`src/rtl/fetch_pkg.sv`:
```
// Shared types and constants for the instruction fetch stage.
package fetch_pkg;

  localparam int          FETCH_BUF_DEPTH = 2;
  localparam int          INSN_W          = 32;
  localparam logic [31:0] PC_INC          = 32'd4;

  typedef enum logic [1:0] {
    BOOT  = 2'd0,
    RUN   = 2'd1,
    FAULT = 2'd2
  } fetch_state_t;

  typedef struct packed {
    logic [31:0]       pc;
    logic [INSN_W-1:0] instr;
  } fetch_entry_t;

  // Clears the byte-offset bits of a byte address.
  function automatic logic [31:0] align_word(input logic [31:0] addr);
    return addr & ~32'd3;
  endfunction

endpackage

```
`src/rtl/fetch_buffer.sv`:
```
// Two-entry FIFO of {pc, instr}; slot0 is always the head, empty slots read as zero.
module fetch_buffer
  import fetch_pkg::*;
(
  input  logic              clk,
  input  logic              rst_n,
  input  logic              push,
  input  logic [31:0]       push_pc,
  input  logic [INSN_W-1:0] push_instr,
  input  logic              pop,
  input  logic              flush,
  output logic [1:0]        occ,
  output logic [31:0]       head_pc,
  output logic [INSN_W-1:0] head_instr,
  output logic              valid
);

  fetch_entry_t slot0;
  fetch_entry_t slot1;
  fetch_entry_t din;
  logic [1:0]   cnt;
  logic         pop_eff;

  assign din     = '{pc: push_pc, instr: push_instr};
  assign pop_eff = pop && (cnt != 2'd0);

  always_ff @(posedge clk or negedge rst_n) begin
    if (!rst_n) begin
      cnt   <= 2'd0;
      slot0 <= '0;
      slot1 <= '0;
    end else if (flush) begin
      cnt   <= 2'd0;
      slot0 <= '0;
      slot1 <= '0;
    end else begin
      case ({push, pop_eff})
        2'b10: begin
          if (cnt == 2'd0) begin
            slot0 <= din;
            cnt   <= 2'd1;
          end else if (cnt == 2'd1) begin
            slot1 <= din;
            cnt   <= 2'd2;
          end
        end
        2'b01: begin
          slot0 <= slot1;
          slot1 <= '0;
          cnt   <= cnt - 2'd1;
        end
        2'b11: begin
          // Occupancy unchanged: head retires, new entry lands behind the survivor.
          if (cnt == 2'd1) begin
            slot0 <= din;
          end else begin
            slot0 <= slot1;
            slot1 <= din;
          end
        end
        default: ;
      endcase
    end
  end

  assign occ        = cnt;
  assign valid      = (cnt != 2'd0);
  assign head_pc    = slot0.pc;
  assign head_instr = slot0.instr;

  a_no_overflow: assert property (@(posedge clk) disable iff (!rst_n)
    !(push && !flush && !pop_eff && cnt == 2'(FETCH_BUF_DEPTH)))
    else $error("fetch_buffer: push into full buffer");

endmodule

```
`src/rtl/fetch_unit.sv`:
```
// Instruction fetch stage: owns the PC, issues memory reads and buffers responses for decode.
// Optional misaligned-redirect trap enabled by defining FETCH_MISALIGN_TRAP_EN.
//
// state | meaning
// BOOT  | one idle cycle after reset, no issue
// RUN   | normal issue under the buffer credit rule
// FAULT | misaligned redirect seen (trap build only), no issue until next redirect
module fetch_unit
  import fetch_pkg::*;
#(
  parameter logic [31:0] RESET_PC  = 32'h0000_0000,
  parameter int          MEM_DEPTH = 16
) (
  input  logic        clk,
  input  logic        rst_n,
  output logic [31:0] mem_addr,
  output logic        mem_rd,
  output logic        mem_wr,
  input  logic [31:0] mem_rdata,
  input  logic        redirect_valid,
  input  logic [31:0] redirect_pc,
  output logic        if_valid,
  input  logic        if_ready,
  output logic [31:0] if_instr,
  output logic [31:0] if_pc
`ifdef FETCH_MISALIGN_TRAP_EN
  ,
  output logic        fetch_fault
`endif
);

  localparam int AW = $clog2(MEM_DEPTH);

  fetch_state_t state;
  fetch_state_t state_nxt;

  logic [31:0] pc;
  logic [31:0] inflight_pc;
  logic [31:0] load_pc;
  logic        inflight;
  logic        kill;
  logic        pop;
  logic        push;
  logic        redirect_bad;
  logic [1:0]  occ;
  logic [2:0]  credit_used;
  logic [2:0]  credit_limit;

  // Outstanding work (buffered + in flight) must leave room for the reply.
  assign pop          = if_valid && if_ready;
  assign credit_used  = {1'b0, occ} + {2'b00, inflight};
  assign credit_limit = 3'd2 + {2'b00, pop};

`ifdef FETCH_MISALIGN_TRAP_EN
  assign redirect_bad = (redirect_pc[1:0] != 2'b00);
  assign load_pc      = redirect_pc;
  assign fetch_fault  = (state == FAULT);
`else
  assign redirect_bad = 1'b0;
  assign load_pc      = align_word(redirect_pc);
`endif

  always_ff @(posedge clk or negedge rst_n) begin
    if (!rst_n) begin
      state <= BOOT;
    end else begin
      state <= state_nxt;
    end
  end

  always_comb begin
    state_nxt = state;
    mem_rd    = 1'b0;
    case (state)
      BOOT: begin
        state_nxt = RUN;
      end
      RUN: begin
        mem_rd = !redirect_valid && (credit_used < credit_limit);
      end
      default: begin
        state_nxt = state;
      end
    endcase
    if (redirect_valid) begin
      state_nxt = redirect_bad ? FAULT : RUN;
    end
  end

  always_ff @(posedge clk or negedge rst_n) begin
    if (!rst_n) begin
      pc          <= RESET_PC;
      inflight    <= 1'b0;
      inflight_pc <= 32'd0;
      kill        <= 1'b0;
    end else begin
      inflight <= mem_rd;
      kill     <= redirect_valid;
      if (mem_rd) begin
        inflight_pc <= pc;
      end
      if (redirect_valid) begin
        pc <= load_pc;
      end else if (mem_rd) begin
        pc <= pc + PC_INC;
      end
    end
  end

  assign push     = inflight && !kill;
  assign mem_addr = {{(32-AW){1'b0}}, pc[AW+1:2]};
  assign mem_wr   = 1'b0;

  fetch_buffer u_buf (
    .clk        (clk),
    .rst_n      (rst_n),
    .push       (push),
    .push_pc    (inflight_pc),
    .push_instr (mem_rdata),
    .pop        (pop),
    .flush      (redirect_valid),
    .occ        (occ),
    .head_pc    (if_pc),
    .head_instr (if_instr),
    .valid      (if_valid)
  );

endmodule

```
`config.mk`:
```
export PLATFORM = sky130hd
export DESIGN_NAME = fetch_unit
export DESIGN_NICKNAME = d
export VERILOG_FILES = /design/src/rtl/fetch_pkg.sv /design/src/rtl/fetch_buffer.sv /design/src/rtl/fetch_unit.sv
export SDC_FILE = /design/constraint.sdc
export NUM_CORES = 1
export LEC_CHECK = 0
export CAP_MARGIN = 20
export CORE_MARGIN = 3
export CORE_UTILIZATION = 40
export DETAILED_ROUTE_END_ITERATION = 12
export MAX_ROUTING_LAYER = met4
export PLACE_DENSITY = 0.64
export SLEW_MARGIN = 20
export SYNTH_ARGS = -nofsm -noshare
export SYNTH_HDL_FRONTEND = slang
export SYNTH_HIERARCHICAL = 1
export SYNTH_SLANG_ARGS = --single-unit
```
`constraint.sdc`:
```
create_clock -name clk -period 7.7 [get_ports clk]
set_input_delay 1.54 -clock clk [delete_from_list [all_inputs] [get_ports clk]]
set_output_delay 1.54 -clock clk [all_outputs]
set_load 0.005 [all_outputs]
```
---- Yosys cells after proc, flatten, opt, wreduce, memory -nomap -nowiden ----
Index checks and enable logic that the tools add are counted.
word-level totals
  logic and storage cells ................. 57
  input port bits ......................... 68
  bits in registers ....................... 198
  output and inout bits ................... 99
operators by class
  magnitude comparators ................... 1
  reduce and logical (&&, ||, !) cells .... 16
  muxes and demuxes ....................... 17
  eq/ne operators ......................... 9
  add/subtract/negate cells ............... 4
operators with widths
  kind                     number
  $mux W64                 6
  $pmux W64 S3             2
  $mux W32                 2
  $add A32 B3 Y32 const B  1
  $mux W2                  5
  $eq A2 B1 Y1 const B     3
  $ne A3 B3 Y1 const B     2
  $reduce_bool A2 Y1       3
  $eq A2 B2 Y1 const B     2
  $logic_and A1 B1 Y1      4
  $logic_not A2 Y1         2
  $ne A4 B2 Y1 const B     1
  $pmux W2 S2              1
  $reduce_and A2 Y1        2
  $reduce_bool A4 Y1       1
  $add A2 B1 Y3            1
  $add A2 B1 Y3 const A    1
  $lt A3 B3 Y1             1
  $ne A3 B2 Y1 const B     1
  $reduce_and A3 Y1        1
  $reduce_bool A3 Y1       1
  $logic_not A1 Y1         2
  $sub A2 B1 Y2 const B    1
  $mux W1                  1

---- Depth between registers and ports, before layout ----
  word-level depth ........................ 8
  depth in mapped cells ................... 12
  gate-level depth less buffers ........... 10

---- Hierarchy ----
The synthesis kept the hierarchy.
modules (own cells, without submodules)
  module        sequential area each (um^2)  cells each  area each (um^2)  instances
  fetch_buffer  3253.1                       693         7282.0            1
  fetch_unit    1576.5                       336         3424.5            1

---- Worst setup path before layout ----
OpenSTA, ideal clock, no wires.
  path kind ............................... input to output
  start point ............................. input if_ready
  end point ............................... output mem_rd
  arrival ................................. 2632 ps
  slack ................................... 3528 ps
  required time ........................... 6160 ps
  cell stages on the path ................. 5
  buffers on the path ..................... 2
  cells stage by stage .................... nand3b_1 > a21boi_0 > and2_1 > clkbuf_1 > buf_2
between the ends
  longest elaborated chain between the ends .. 5
ends and longest elaborated chain
  what                 line              text
  from (decl)          fetch_unit.sv:23  input logic if_ready,
  $logic_and A1 B1 Y1  fetch_unit.sv:50  assign pop = if_valid && if_ready;
  $add A2 B1 Y3        fetch_unit.sv:52  assign credit_limit = 3'd2 + {2'b00, pop};
  $lt A3 B3 Y1         fetch_unit.sv:79  mem_rd = !redirect_valid && (credit_used < credit_limit);
  $logic_and A1 B1 Y1  fetch_unit.sv:79
  $mux W1              fetch_unit.sv:74  case (state)
  to (decl)            fetch_unit.sv:17  output logic mem_rd,
No other way between the ends.

---- Final worst setup path ----
Ends and elaborated chain as after synthesis.

==> results.yml <==
synth:
  yosys_most_used_dff: "dfrtp_1"
  syn_inst: 1029
  synth.avg_cell_area_um2: 10.4
  synthDistinctLibCells: 55
  ys_async_sr_fraction_pct: 100
  yosysWarnings: 6
  synth_seq_cells: 193
  netlist_area_um2: 10700
  synth_edf_count: 0
  yosysSeqAreaShare_pct: 45.1
critical_path:
  required_ns: 6.16
  startpoint_type: "input port"
  critPathTopFamily: "buffers and inverters"
  max_stage_delay_ns: 0.59
  path_class: "input port to primary output"
  cp_max_fo: 32
  crit_top_cell: "clkdlybuf4s50_1"
  end_kind: "primary output"
  critPathBufInv: 3
  crit_arrival_ns: 3.96
  cp_slowest_cell: "clkdlybuf4s50_1"
  path_cells: "clkdlybuf4s50_1 > nand3b_1 > a21boi_0 > and2_1 > buf_4 > clkdlybuf4s50_1"
final_layout:
  final_area_um2: 12700
  drive_above_1_share_pct: 13.9
  nFillCells: 2426
  area_growth_pct: 18.5
  fin_nets: 1188
  final_core_util_pct: 48.4
  antenna_cells: 0
place:
  dp_slack_ns: 2.18
  port_buffers: 135
  place.gp.congestion: 0.839
  dp_hpwl_um: 17800
  placed_area_um2: 12100
grt:
  grt_pass1_wl_um: 47000
  antenna_found_initial: 0
  grt.overflow.total: 0
  grtUsageTotal_pct: 20.8
  grt_pass1_vias: 8638
  grt_start_max_net_pins: 89
sta:
  rsz0062_at_grt: "no"
  setup_tns_ns: 0
  final_max_slew_viol_count: 0
  finClkSkew_ns: 0.0106
  relSlewSlack_pct: 28.3
  fmax_mhz: 182
  worstMarginPinSlew_ns: 1.07
  min_period_ns: 5.50
  period_share_pct: 71.5
  hold_viol: 0
  setup_viol: 0
  fin_ws_ns: 2.20
clock_network:
  cts_buffer_depth: 2
  cts_max_level: 4
  clk_latency_ns: 0.43
  clockRootBuffer: "clkbuf_16"
  holdBufCountCts: 0
  cts_setup_buffers: 0
  cts-buffers-inserted: 17
  cts_tree: "done"
  cts.sinks: 193
  clk_pin_slew_ns: 0.08
  cts_resized: 0
route:
  viasPerCell: 6.05
  ant_nets: 0
  dr_total_vias: 8810
  wl_met1_um: 14000
  top_layer: "met4"
  met2_length_um: 13300
  first_iter_violations: 678
  drc: 0
  routedWlPerCell_um: 20.0
  drt_first_pass_iters: 5
  drt-total-wl_um: 29200
  wl_met3_um: 1430
floorplanning:
  core_area_um2: 26200
  io_pins: 167
  die_area_um2: 28800
  die_h_um: 170
  start_util_pct: 40.9
  rows: 59
  die_w_um: 170
run_status:
  status: "finished clean"
power:
  power_density_nw_per_um2: 192
  vdd_drop_max_mv: 0.135
  total_leakage_power_nw: 4.95
hold_path:
  hp-class: "register to register"
flow_run:
  maxCapViolCount: 0
## state kept, by name (all words and copies together), names as in the netlist
name              flops
inflight_pc          30
u_buf/head_pc        32
u_buf/occ             2
u_buf/head_instr     32
state                 1
pc                   30
u_buf/slot1          64
kill                  1
inflight              1
## layout make-up
type	instances	area [um^2]	area share, %
timing repair buffer	150	1480	11.7
tap	335	419	3.30
inverter	74	278	2.19
sequential	193	4830	38.1
clock inverter	15	168	1.32
clock buffer	17	425	3.35
multi-input combinational	673	5080	40.1
## cell usage after synthesis (all sizes together), types with 7 or more instances
master | count | area (um^2)
a21oi | 10 | 53.8
a221oi | 65 | 569
a22oi | 65 | 488
a31oi | 17 | 106
buf | 66 | 467
clkbuf | 57 | 214
dfrtp | 193 | 4830
ha | 11 | 138
inv | 73 | 274
mux2 | 94 | 1060
nand2 | 16 | 60.1
nand3 | 17 | 90.1
nand4 | 11 | 83.8
nor2 | 85 | 319
nor2b | 12 | 77.6
o21ai | 22 | 114
o2bb2ai | 61 | 534
o31ai | 10 | 75.1
o32ai | 64 | 561
or3 | 7 | 43.8
or4 | 15 | 116
## layer usage
metal / vias up / track usage (%)
li1: 4049 / -
met1: 4402 / 29.3
met2: 330 / 31.5
met3: 29 / 2.98
met4: 0 / 5.87
met5: - / -
## path summary, 6_finish.rpt
kind / from / to / slack [ns] / cells after the start
max in group asynchronous: rst_n / u_buf/head_pc[11]$_DFFE_PN0P_ / 5.28 / 2
worst min-delay path: u_buf/slot1[11]$_DFFE_PN0P_ / u_buf/slot1[11]$_DFFE_PN0P_ / 0.51 / 1
worst max register to register: u_buf/occ[0]$_DFFE_PN0P_ / u_buf/head_pc[9]$_DFFE_PN0P_ / 3.44 / 11
min in group asynchronous: rst_n / u_buf/head_instr[2]$_DFFE_PN0P_ / 1.12 / 1
worst max-delay path: if_ready / mem_rd / 2.20 / 6
worst min register to register: u_buf/slot1[11]$_DFFE_PN0P_ / u_buf/slot1[11]$_DFFE_PN0P_ / 0.51 / 1
## cell usage in the layout, fill, tap and decap left out, types with 21 or more instances in the layout
cell,n
clkdlybuf4s50_1,134
o32ai_1,64
conb_1,36
inv_1,73
a22oi_1,65
mux2_2,94
o21ai_0,21
dfrtp_1,193
a221oi_1,65
o2bb2ai_1,61
nor2_1,84
## through the flow
stage	power, mW	hold WS, ns	cells
floorplan	1.40	0.474	1063
global placement	1.55	0.489	1425
detailed placement	1.56	0.496	1425
CTS	2.47	0.517	1457
global route	2.56	0.533	1457
finish	2.44	0.514	1457
## worst reg2reg max path: stages, from the launching register on
cell and delay, ns:
dfrtp_1 0.43, inv_1 0.10, ha_1 0.30, inv_1 0.16, and2_1 0.16, and2b_1 0.20
ha_2 0.57, buf_4 0.64, or2_2 0.67, buf_4 0.57, nor2_1 0.10, o32ai_1 0.27
## logic make-up (layout without fill, tap and decap cells)
logic type | Yosys count | after routing | synth area share [%]
AOI/OAI and AO/OA | 335 | 335 | 25.0
xor gates and xnor gates | 6 | 6 | 0.491
adders and majority gates | 11 | 11 | 1.29
buffers and inverters | 197 | 256 | 8.95
DFF | 193 | 193 | 45.1
muxes | 96 | 96 | 10.1
other | 2 | 36 | 0.0701
and+or+nand+nor | 189 | 189 | 9.01
## report_power, final
| group | internal (mW) | switching, mW | leakage, nW |
|---|---|---|---|
| registers | 1.09 | 0.0864 | 2.51 |
| clock network | 0.465 | 0.437 | 0.291 |
| logic | 0.186 | 0.180 | 2.15 |
| total | 1.74 | 0.704 | 4.95 |
(Power assumes the default switching activity.)
